### src/rtl/arrow_scheduler.sv
// Attack-phase arrow pattern sequencer: paces spawn requests on frame ticks,
// tracks live arrows and reports busy/finished to the phase controller.
module arrow_scheduler #(
  parameter int unsigned NUM_ARROWS   = 24,
  parameter int unsigned FIRST_DELAY  = 30,
  parameter int unsigned BASE_GAP     = 60,
  parameter logic [3:0]  ATTACK_STATE = 4'b1000
) (
  input  logic                  clk,
  input  logic                  rst_n,
  input  logic [10:0]           hcount_in,
  input  logic [9:0]            vcount_in,
  input  logic [3:0]            state_in,
  input  logic [3:0]            turn_in,
  input  logic                  spawn_ready_in,
  input  logic [NUM_ARROWS-1:0] arrow_done_in,
  output logic                  spawn_valid_out,
  output logic [4:0]            spawn_slot_out,
  output logic [1:0]            spawn_dir_out,
  output logic [2:0]            spawn_speed_out,
  output logic                  spawn_inversed_out,
  output logic                  busy_out,
  output logic                  finished_out
);

  localparam int unsigned CNT_W = 8;
  localparam int unsigned IDX_W = 5;

  typedef enum logic [2:0] {
    S_IDLE,
    S_WAIT,
    S_ISSUE,
    S_DRAIN,
    S_DONE
  } state_t;

  state_t                state;
  logic [3:0]            prev_state;
  logic [1:0]            turn;
  logic [IDX_W-1:0]      idx;
  logic [CNT_W-1:0]      frame_cnt;
  logic [CNT_W-1:0]      gap;
  logic [NUM_ARROWS-1:0] live_mask;

  logic                  frame_tick_c;
  logic                  in_attack_c;
  logic                  start_c;
  logic [CNT_W-1:0]      frame_cnt_inc_c;
  logic [IDX_W-1:0]      idx_inc_c;
  logic [IDX_W-1:0]      arrow_count_c;
  logic [NUM_ARROWS-1:0] spawn_bit_c;
  logic                  unused_turn_c;

  assign frame_tick_c    = (hcount_in == 11'd0) && (vcount_in == 10'd0);
  assign in_attack_c     = (state_in == ATTACK_STATE);
  assign start_c         = in_attack_c && (prev_state != state_in);
  // Saturating so a long gap can never wrap the counter back to a false match.
  assign frame_cnt_inc_c = (frame_cnt == '1) ? frame_cnt : frame_cnt + CNT_W'(1);
  assign idx_inc_c       = idx + IDX_W'(1);
  assign arrow_count_c   = IDX_W'(8) + IDX_W'({turn, 2'b00});
  assign spawn_bit_c     = NUM_ARROWS'(1) << idx;
  assign unused_turn_c   = ^turn_in[3:2];

  // Phase sequencer; start and abort override every state.
  always_ff @(posedge clk or negedge rst_n) begin
    if (!rst_n) begin
      state              <= S_IDLE;
      prev_state         <= 4'b1010;
      turn               <= '0;
      idx                <= '0;
      frame_cnt          <= '0;
      gap                <= '0;
      live_mask          <= '0;
      spawn_valid_out    <= 1'b0;
      spawn_slot_out     <= '0;
      spawn_dir_out      <= '0;
      spawn_speed_out    <= '0;
      spawn_inversed_out <= 1'b0;
      busy_out           <= 1'b0;
      finished_out       <= 1'b0;
    end else begin
      prev_state   <= state_in;
      finished_out <= 1'b0;
      live_mask    <= live_mask & ~arrow_done_in;
      if (start_c) begin
        state           <= S_WAIT;
        turn            <= turn_in[1:0];
        idx             <= '0;
        frame_cnt       <= '0;
        gap             <= CNT_W'(FIRST_DELAY);
        live_mask       <= '0;
        spawn_valid_out <= 1'b0;
        busy_out        <= 1'b1;
      end else if ((state != S_IDLE) && !in_attack_c) begin
        state           <= S_IDLE;
        live_mask       <= '0;
        spawn_valid_out <= 1'b0;
        busy_out        <= 1'b0;
      end else begin
        case (state)
          S_IDLE: busy_out <= 1'b0;
          S_WAIT: begin
            if (frame_tick_c) begin
              if (frame_cnt_inc_c == gap) begin
                state              <= S_ISSUE;
                frame_cnt          <= '0;
                spawn_valid_out    <= 1'b1;
                spawn_slot_out     <= idx;
                spawn_dir_out      <= idx[1:0] + turn;
                spawn_speed_out    <= 3'(turn) + 3'd1;
                spawn_inversed_out <= (turn == 2'd3) & idx[0];
              end else begin
                frame_cnt <= frame_cnt_inc_c;
              end
            end
          end
          S_ISSUE: begin
            if (spawn_ready_in) begin
              // A same-cycle done for the new slot loses to the set.
              live_mask       <= (live_mask & ~arrow_done_in) | spawn_bit_c;
              spawn_valid_out <= 1'b0;
              idx             <= idx_inc_c;
              gap             <= CNT_W'(BASE_GAP >> turn);
              state           <= (idx_inc_c < arrow_count_c) ? S_WAIT : S_DRAIN;
            end
          end
          S_DRAIN: begin
            if (live_mask == '0) state <= S_DONE;
          end
          S_DONE: begin
            finished_out <= 1'b1;
            state        <= S_IDLE;
          end
          default: state <= S_IDLE;
        endcase
      end
    end
  end

endmodule
### config.mk
export PLATFORM = sky130hd
export DESIGN_NAME = arrow_scheduler
export DESIGN_NICKNAME = d
export VERILOG_FILES = /design/src/rtl/arrow_scheduler.sv
export SDC_FILE = /design/constraint.sdc
export NUM_CORES = 1
export LEC_CHECK = 0
export BUFFER_PORTS_ARGS = -buffer_cell sky130_fd_sc_hd__buf_2
export CAP_MARGIN = 25
export CORE_MARGIN = 2
export CORE_UTILIZATION = 50
export DETAILED_ROUTE_END_ITERATION = 7
export PLACE_DENSITY_LB_ADDON = 0.05
export SYNTH_ARGS = -nofsm -noshare
export SYNTH_HDL_FRONTEND = slang
export SYNTH_SLANG_ARGS = --single-unit
### constraint.sdc
create_clock -name clk -period 2.9 [get_ports clk]
set_input_delay 0.29 -clock clk [delete_from_list [all_inputs] [get_ports clk]]
set_output_delay 0.29 -clock clk [all_outputs]
set_load 0.005 [all_outputs]
# After elaboration in Yosys (flattened, before gate mapping)
# Index checks and enable logic that the tools add are counted.
# W data, S select, Z words.
# totals
register_bits	68
memories	0
latch_bits	0
inputBits	56
ram_bits	0
mem_bits_ro	0
# op_classes
n_eq_ne	15
bitwise_logic	6
multipliers	0
addsub	5
div_mod_pow	0
order_cmp	1
reduce_logical	20
n_mux	38
shifts	2
# ops
cell	count
$mux W24	4
$mux W8	10
$and A24 B24 Y24	1
$logic_not A24 Y1	1
$not A24 Y24	1
$or A24 B24 Y24	1
$shl A1 B5 Y24 const A	1
$mux W5	4
$mux W3	6
$ne A4 B4 Y1 const B	4
$pmux W3 S4	1
$logic_not A11 Y1	1
$mux W1	11
$logic_not A10 Y1	1
$reduce_and A5 Y1	2
$add A8 B1 Y8 const B	1
$eq A8 B8 Y1	1
$eq A8 B8 Y1 const B	1
$reduce_bool A2 Y1	4
$shr A6 B2 Y8 const A	1
$eq A3 B2 Y1 const B	2
$reduce_and A3 Y1	2
$reduce_bool A3 Y1	2
$add A4 B4 Y5 const A	1
other kinds (20)	23

# Depth between registers and ports, before layout
# Gate-level depths: netlist of run 1.
# logic_depth
depth_word	8
depth_mapped	10

# Worst setup path before layout of run 1
# Ideal clock, no wire load.
# synth_path
path_type	reg2reg
startpoint	register frame_cnt[0]
endpoint	register spawn_dir_out[0]
required_time_ns	2.775
path_stages_with_launch	11
setup_slack_ns	0.159
arrival_ns	2.616
cell_sequence	dfrtp_1 ha_1 and3_1 buf_6 xnor2_1 or3_1 o211a_2 or4_4 buf_6 nor2_8 mux2_4
# synth_between
elab_chain_cells	4
elab_cells_between_ends	5
classes_between	1 x add/sub; 2 x eq/ne; 1 x mux; 1 x reduce/logical
# synth_rtl
element	line_no	source
start, declared	41	logic [CNT_W-1:0] frame_cnt;
start signal, assigned	113	frame_cnt <= frame_cnt_inc_c;
$add A8 B1 Y8 or $eq A8 B8 Y1 (tied branches)	58	assign frame_cnt_inc_c = (frame_cnt == '1) ? frame_cnt : frame_cnt + CNT_W'(1);
$mux W8 *	58	
$eq A8 B8 Y1 *	104	if (frame_cnt_inc_c == gap) begin
$reduce_and A5 Y1 (no line) *	-	
end signal, assigned	109	spawn_dir_out <= idx[1:0] + turn;
end, declared	19	output logic [1:0] spawn_dir_out,
# Every way passes the cells marked *; elsewhere a longest branch is shown, timed or not.
# A chain may end at the register's enable or synchronous reset.

# Worst setup path in the final report of run 1
# layout_path
startpoint	register frame_cnt[1]
endpoint	register spawn_speed_out[2]
# layout_between
elab_chain_cells	4
elab_cells_between_ends	5
classes_between	1 x add/sub; 2 x eq/ne; 1 x mux; 1 x reduce/logical
# layout_rtl
element	line_no	source
$add A8 B1 Y8 or $eq A8 B8 Y1 (tied branches)	58	
$mux W8 *	58	
$eq A8 B8 Y1 *	104	
$reduce_and A5 Y1 (no line) *	-	
end signal, assigned	110	spawn_speed_out <= 3'(turn) + 3'd1;
end, declared	20	output logic [2:0] spawn_speed_out,
# Marked as above.

==> flow_metrics.py, run 1 <==
metrics = {
    "timing": {
        "fmax_mhz": 364,
        "tightest_slew_ns": 0.687,
        "fin_ws_ns": 0.150,
        "fin_crit_sh_pct": 94.8,
        "finalHoldViolCount": 6,
        "totalNegativeSetupSlack_ns": 0,
        "finalSetupViolations": 0,
        "fin_skew_ns": 0.00944,
        "relSlewSlack_pct": 53.9,
        "rsz0062_at_grt": "no",
        "hold_ws_ns": -0.0117,
        "fin_crit_ns": 2.75,
        "drv_slew": 0,
    },
    "worst_setup_path": {
        "critPathBufInv": 0,
        "critPathArrivalTime_ns": 2.97,
        "rr_endpoint": "spawn_speed_out[2]",
        "cp-end-kind": "register",
        "path_depth": 8,
        "cp_top_family": "simple AND/OR/NAND/NOR gates",
        "slowest_delay_ns": 0.53,
        "path_cells": "ha_2 -> and3_2 -> and4_1 -> o221ai_1 -> a211o_1 -> or4_4 -> nor2_4 -> mux2_4",
        "reg2reg_depth": 8,
        "setup.worst_path.class": "register to register",
        "timing.rr.start": "frame_cnt[1]",
        "cpMaxStageDelayCell": "or4_4",
        "critPathLaunchType": "register",
        "path_max_fanout": 7,
        "r2r_slack_ns": 0.15,
        "worstPathRequired_ns": 3.12,
    },
    "power_and_ir_drop": {
        "ir_worst_vdd_v": 0.000369,
        "pwr-share-clk_pct": 40.1,
        "p_int_mw": 1.40,
        "p_leak_nw": 2.09,
        "p_per_area_nw_per_um2": 435,
        "p_sw_mw": 0.436,
        "p_seq_share_pct": 52.1,
        "power_mw": 1.83,
        "comb_power_share_pct": 7.8,
        "netSwitchingFraction_pct": 23.7,
    },
    "grt": {
        "antenna_found_initial": 0,
        "grt-ovfl-total": 0,
        "grt_max_degree": 41,
        "grt.total_usage_pct": 22.1,
        "grt_pass1_wl_mm": 13.3,
        "grt_pass1_vias": 2715,
    },
    "place": {
        "gp_congestion": 0.841,
        "place_hpwl_mm": 5.76,
        "portBuffers": 67,
        "dpl_worst_slack_ns": 0.0665,
    },
    "clock_tree": {
        "post-cts-setup-buffers": 0,
        "cts_root_buf": "clkbuf_8",
        "cts.hold.buffers_added": 0,
        "h-tree-depth": 3,
        "cts_tree": "done",
        "ctsResizeCount": 0,
        "clk_path_buf_depth": 2,
        "clkLatencyLatePin_ns": 0.33,
        "numCtsBuffers": 9,
        "clk_pin_slew_ns": 0.07,
        "clock_sinks": 66,
    },
    "final_layout": {
        "drive_above_1_share_pct": 27.6,
        "diodes": 0,
        "fillers": 580,
        "syn2layout_area_growth_pct": 20.1,
        "final_nets": 496,
    },
    "routing": {
        "wl_per_cell_um": 15.0,
        "viasPerCell": 5.40,
        "ant_nets": 0,
        "drc": 0,
        "wl_met2_mm": 3.79,
        "dr.pass1.iters": 4,
        "wl_met3_um": 318,
        "via_count": 2845,
        "drt-initial-drc-count": 118,
        "met1_length_mm": 3.76,
        "drt_wl_total_mm": 7.93,
        "top_layer_used": "met4",
    },
    "flow_run": {
        "cap_violations": 0,
    },
    "outcome": {
        "violations": "hold timing",
        "status": "complete, but fails checks",
    },
    "synth": {
        "synthCells": 344,
        "synth.yosys.seq_area_share_pct": 47.1,
        "syn_area_um2": 3510,
        "ys_ff_latch": 66,
        "synth_edf_count": 0,
        "synth.distinct_cells": 56,
        "synthFlopType": "dfrtp_1",
        "async_reset_ff_share_pct": 100,
        "synth_nets": 414,
        "synth_warnings": 0,
        "avgSynthCellArea_um2": 10.2,
    },
    "floorplan": {
        "row_count": 30,
        "initial_core_util_pct": 51.7,
        "core_um2": 6790,
        "fp.dieH_um": 87.8,
        "fp.dieW_um": 87.8,
        "io_pins": 70,
        "die-area_um2": 7710,
    },
    "worst_hold_path": {
        "hold_class": "input pin to async pin",
    },
}
power groups by stage:
| stage | clock, mW | combinational (mW) | sequential (mW) |
|---|---|---|---|
| global placement | 0 | 0.139 | 0.974 |
| floorplan | 0 | 0.0615 | 0.967 |
| global route | 0.784 | 0.162 | 0.958 |
| CTS | 0.753 | 0.145 | 0.956 |
| detailed placement | 0 | 0.144 | 0.974 |
| finish | 0.736 | 0.143 | 0.956 |
per-stage QoR:
step	hold WS (ns)	cell area, µm²	std cells	utilization, %
CTS	0.00322	4200	526	61.8
detailed placement	0.360	4020	510	59.2
finish	-0.0117	4220	527	62.0
global placement	0.364	4020	510	59.2
floorplan	-0.00559	3510	344	-
global route	0.0300	4220	527	62.0
sequential cells by signal, indices dropped and copies added (netlist names):
name,count
busy_out,1
finished_out,1
frame_cnt,8
gap,6
idx,5
live_mask,24
prev_state,4
spawn_dir_out,2
spawn_inversed_out,1
spawn_slot_out,5
spawn_speed_out,3
spawn_valid_out,1
state,3
turn,2
worst register-to-register path, stage by stage (launching register included):
cell      delay [ns]
dfrtp_1         0.40
ha_2            0.25
and3_2          0.29
and4_1          0.21
o221ai_1        0.12
a211o_1         0.28
or4_4           0.53
nor2_4          0.24
mux2_4          0.33
worst max path at each step:
stage,slack [ns],endpoint,from
final,0.15,spawn_speed_out[2],frame_cnt[1]
after global routing,0.02,spawn_dir_out[1],frame_cnt[0]
after CTS,0.06,spawn_speed_out[1],frame_cnt[1]
after detailed placement,0.07,spawn_speed_out[2],frame_cnt[1]
after global placement,0.10,spawn_slot_out[2],frame_cnt[1]
after floorplan,0.16,spawn_dir_out[0],frame_cnt[0]
area by class of cell:
type	count	area, µm²	share of cell area [%]
Multi-Input combinational cell	247	1730	41.1
Timing Repair Buffer	80	445	10.6
Tap cell	96	120	2.85
Inverter	22	82.6	1.96
Clock inverter	3	42.5	1.01
Sequential cell	66	1650	39.2
Clock buffer	13	139	3.29
cells in the mapped netlist (3+ instances only):
master | count | area (µm²)
dfrtp_1 | 64 | 1600
nor2_1 | 38 | 143
a21oi_1 | 27 | 135
inv_1 | 21 | 78.8
nor2b_1 | 18 | 113
nand2_1 | 15 | 56.3
ha_1 | 14 | 175
nand3_1 | 13 | 65.1
xnor2_1 | 12 | 105
mux2_4 | 10 | 150
nor4_1 | 10 | 62.6
a32oi_1 | 9 | 78.8
o21ai_0 | 9 | 45.0
a22o_1 | 6 | 52.6
clkbuf_1 | 6 | 22.5
nand4_1 | 4 | 25.0
nor3_1 | 4 | 20.0
or3_1 | 4 | 25.0
a21o_1 | 3 | 22.5
a22oi_1 | 3 | 22.5
a31oi_1 | 3 | 18.8
nor4b_1 | 3 | 26.3
o31ai_1 | 3 | 22.5
routing by layer:
| layer | vias up | GRT usage (%) |
|---|---|---|
| met1 | 1370 | 31.5 |
| met5 | - | 0 |
| met3 | 4 | 4.24 |
| met4 | 0 | 5.45 |
| li1 | 1404 | - |
| met2 | 67 | 35.1 |
cell usage in the layout, fill, tap and decap left out, types with 4 or more instances in the layout:
| cell type | count |
|---|---|
| inv_1 | 21 |
| buf_2 | 67 |
| a21oi_1 | 27 |
| mux2_4 | 10 |
| nand2_1 | 15 |
| xnor2_1 | 12 |
| nor4_1 | 10 |
| nor2_1 | 38 |
| clkbuf_1 | 4 |
| o21ai_0 | 8 |
| nor2b_1 | 18 |
| dfrtp_1 | 64 |
| a32oi_1 | 9 |
| nand3_1 | 13 |
| or3_1 | 4 |
| a22o_1 | 6 |
| buf_4 | 12 |
| ha_1 | 13 |
| clkbuf_8 | 9 |
| nor3_1 | 4 |
| nand4_1 | 4 |
cell families (layout without fill, tap and decap cells):
group                    Yosys count  in the layout  share of synthesized area [%]
flip-flops                        66             66                           47.1
buffers and inverters             32            118                           3.99
adder cells (fa/ha/maj)           14             14                           4.99
AND/OR/NAND/NOR                  129            130                           20.5
multiplexers                      13             13                           5.20
AO/OA/AOI/OAI                     76             76                           14.7
XOR/XNOR                          14             14                           3.49
Note: power is estimated with default switching activity, not from simulation.
==> run 2, diff against run 1 <==
Settings changed: HOLD_SLACK_MARGIN set to 0.08.
==> run 2 against run 1 <==
The run now ends clean. Clock power hardly changed. Hold slack gained 0.13 ns. Cell count up 1.3%. Wire length rose by 0.66%. Flip-flop and latch count did not move. Core utilization increased by 1.0 points. Sequential power about the same. Power up 0.16%. Combinational power is 3% higher. Clock-buffer cell count stayed put. First-iteration DRC count decreased by 2.5%.
==> flow_metrics.py, run 2 (synthesis gave the netlist of run 1 again) <==
metrics = {
    "worst_setup_path": {
        "critPathLaunchType": "input pin",
        "slowest_delay_ns": 0.53,
        "setup.worst_path.class": "input pin to register",
        "timing.critical_path.from": "state_in[1]",
        "path_cells": "dlygate4sd3_1 -> buf_2 -> or4b_1 -> or2_2 -> nor4_1 -> o41a_1 -> buf_4 -> a21oi_1 -> o21ai_0",
        "worstPathRequired_ns": 3.15,
        "cpMaxStageDelayCell": "dlygate4sd3_1",
        "cp_top_family": "simple AND/OR/NAND/NOR gates",
        "path_max_fanout": 8,
        "critPathBufInv": 3,
        "critPathArrivalTime_ns": 3.08,
        "cp-end-kind": "register",
        "timing.rr.start": "frame_cnt[1]",
    },
    "outcome": {
        "status": "completed",
    },
    "power_and_ir_drop": {
        "ir_worst_vdd_v": 0.000370,
        "p_per_area_nw_per_um2": 429,
        "p_leak_nw": 2.12,
    },
    "floorplan": {
        "initial_core_util_pct": 51.7,
        "die-area_um2": 7710,
        "core_um2": 6790,
        "row_count": 30,
        "fp.dieW_um": 87.8,
        "fp.dieH_um": 87.8,
        "io_pins": 70,
    },
    "clock_tree": {
        "clk_path_buf_depth": 2,
        "clk_pin_slew_ns": 0.07,
        "clock_sinks": 66,
        "h-tree-depth": 3,
        "cts_root_buf": "clkbuf_8",
        "numCtsBuffers": 9,
        "cts_tree": "done",
        "clkLatencyLatePin_ns": 0.33,
    },
    "routing": {
        "drc": 0,
        "drt_wl_total_mm": 7.98,
        "via_count": 2887,
        "viasPerCell": 5.41,
        "dr.pass1.iters": 4,
        "ant_nets": 0,
        "wl_per_cell_um": 14.9,
        "drt-initial-drc-count": 115,
    },
    "final_layout": {
        "final_nets": 503,
        "fillers": 568,
        "regMostFlops": "live_mask",
        "multi_input_comb_area_um2": 1740,
        "postLayoutCellArea_um2": 4280,
        "reg.largest.list": "live_mask x24, frame_cnt x8, gap x6",
        "drive_above_1_share_pct": 28.3,
        "largest_reg_flops": 24,
        "ff_latch_area_um2": 1650,
        "diodes": 0,
        "final_common_cell": "buf_2",
        "final_cell_mix": "buf_2, dfrtp_1, nor2_1, a21oi_1, inv_1",
        "syn2layout_area_growth_pct": 22.0,
        "post-route-util_pct": 63.1,
    },
    "timing": {
        "finalSetupViolations": 0,
        "fin_crit_ns": 2.83,
        "totalNegativeSetupSlack_ns": 0,
        "fin_skew_ns": 0.00998,
        "finalHoldViolCount": 0,
        "relSlewSlack_pct": 54.5,
        "fin_crit_sh_pct": 97.6,
        "fmax_mhz": 353,
        "drv_slew": 0,
        "tightest_slew_ns": 0.678,
    },
    "grt": {
        "grt_pass1_vias": 2727,
        "grt_max_degree": 41,
        "grt-ovfl-total": 0,
        "antenna_found_initial": 0,
        "grt_pass1_wl_mm": 13.3,
        "grt.total_usage_pct": 22.2,
    },
    "flow_run": {
        "cap_violations": 0,
    },
    "place": {
        "gp_congestion": 0.841,
        "portBuffers": 67,
        "placed_cell_area_um2": 4020,
        "place_hpwl_mm": 5.76,
    },
    "worst_hold_path": {
        "hold_class": "input pin to register",
        "holdCritStartpoint": "state_in[0]",
    },
}
## run 2: cell count changes in the layout (fill, tap and decap cells not counted)
cell and delta:
and3_2 -1, nand3_1 -1, buf_4 +4, nand3_2 +1, dlygate4sd3_1 +3, and3_4 +1
## run 2: routing by layer
metal	wire length [µm]	vias to the layer above	share of wire [%]	GRT usage, %
met4	52	0	0.65	5.45
met3	316	4	4.0	4.24
li1	-	1420	-	-
met1	3790	1398	47	31.5
met2	3820	65	48	35.3
met5	0	-	0	0
## run 2: timing repair
| item | 4_1_cts | 5_1_grt |
|---|---|---|
| hold buffers | 3 | 0 |
| resized for setup | 0 | 5 |
| setup endpoints to repair | 0 | 13 |
| endpoints found under the hold margin | 26 | 0 |
| buffers inserted | 0 | 4 |
## run 2: layout make-up
type,count,share of cell area [%]
multi-input cells,247,40.6
flip-flops and latches,66,38.6
repair buffers,87,11.8
clock buffers,13,3.24
well taps,96,2.80
inverters,22,1.93
clock inverters,3,0.993
## run 2: final timing paths
kind / endpoint / slack [ns] / depth (start not counted)
worst max-delay path: frame_cnt[0] / 0.07 / 9
max in group asynchronous: gap[4] / 1.73 / 3
worst min-delay path: prev_state[0] / 0.12 / 1
worst min register to register: spawn_speed_out[0] / 0.51 / 1
min in group asynchronous: frame_cnt[3] / 0.53 / 2
worst max register to register: spawn_speed_out[2] / 0.15 / 8
## run 2: report_power, final
group | switching (mW) | internal, mW
logic | 0.0774 | 0.0692
clock network | 0.337 | 0.398
registers | 0.0218 | 0.934
total | 0.436 | 1.40
## run 2: through the flow
| step | instances | setup slack, ns | hold WS (ns) | total power [mW] |
|---|---|---|---|---|
| 4_1_cts | 529 | 0.0569 | 0.106 | 1.86 |
| 2_1_floorplan | 344 | 0.159 | -0.00559 | 1.03 |
| 6_report | 534 | 0.0708 | 0.122 | 1.84 |
| 5_1_grt | 534 | -0.0247 | 0.105 | 1.91 |
| 3_3_place_gp | 510 | 0.105 | 0.364 | 1.11 |
| 3_5_place_dp | 510 | 0.0665 | 0.360 | 1.12 |
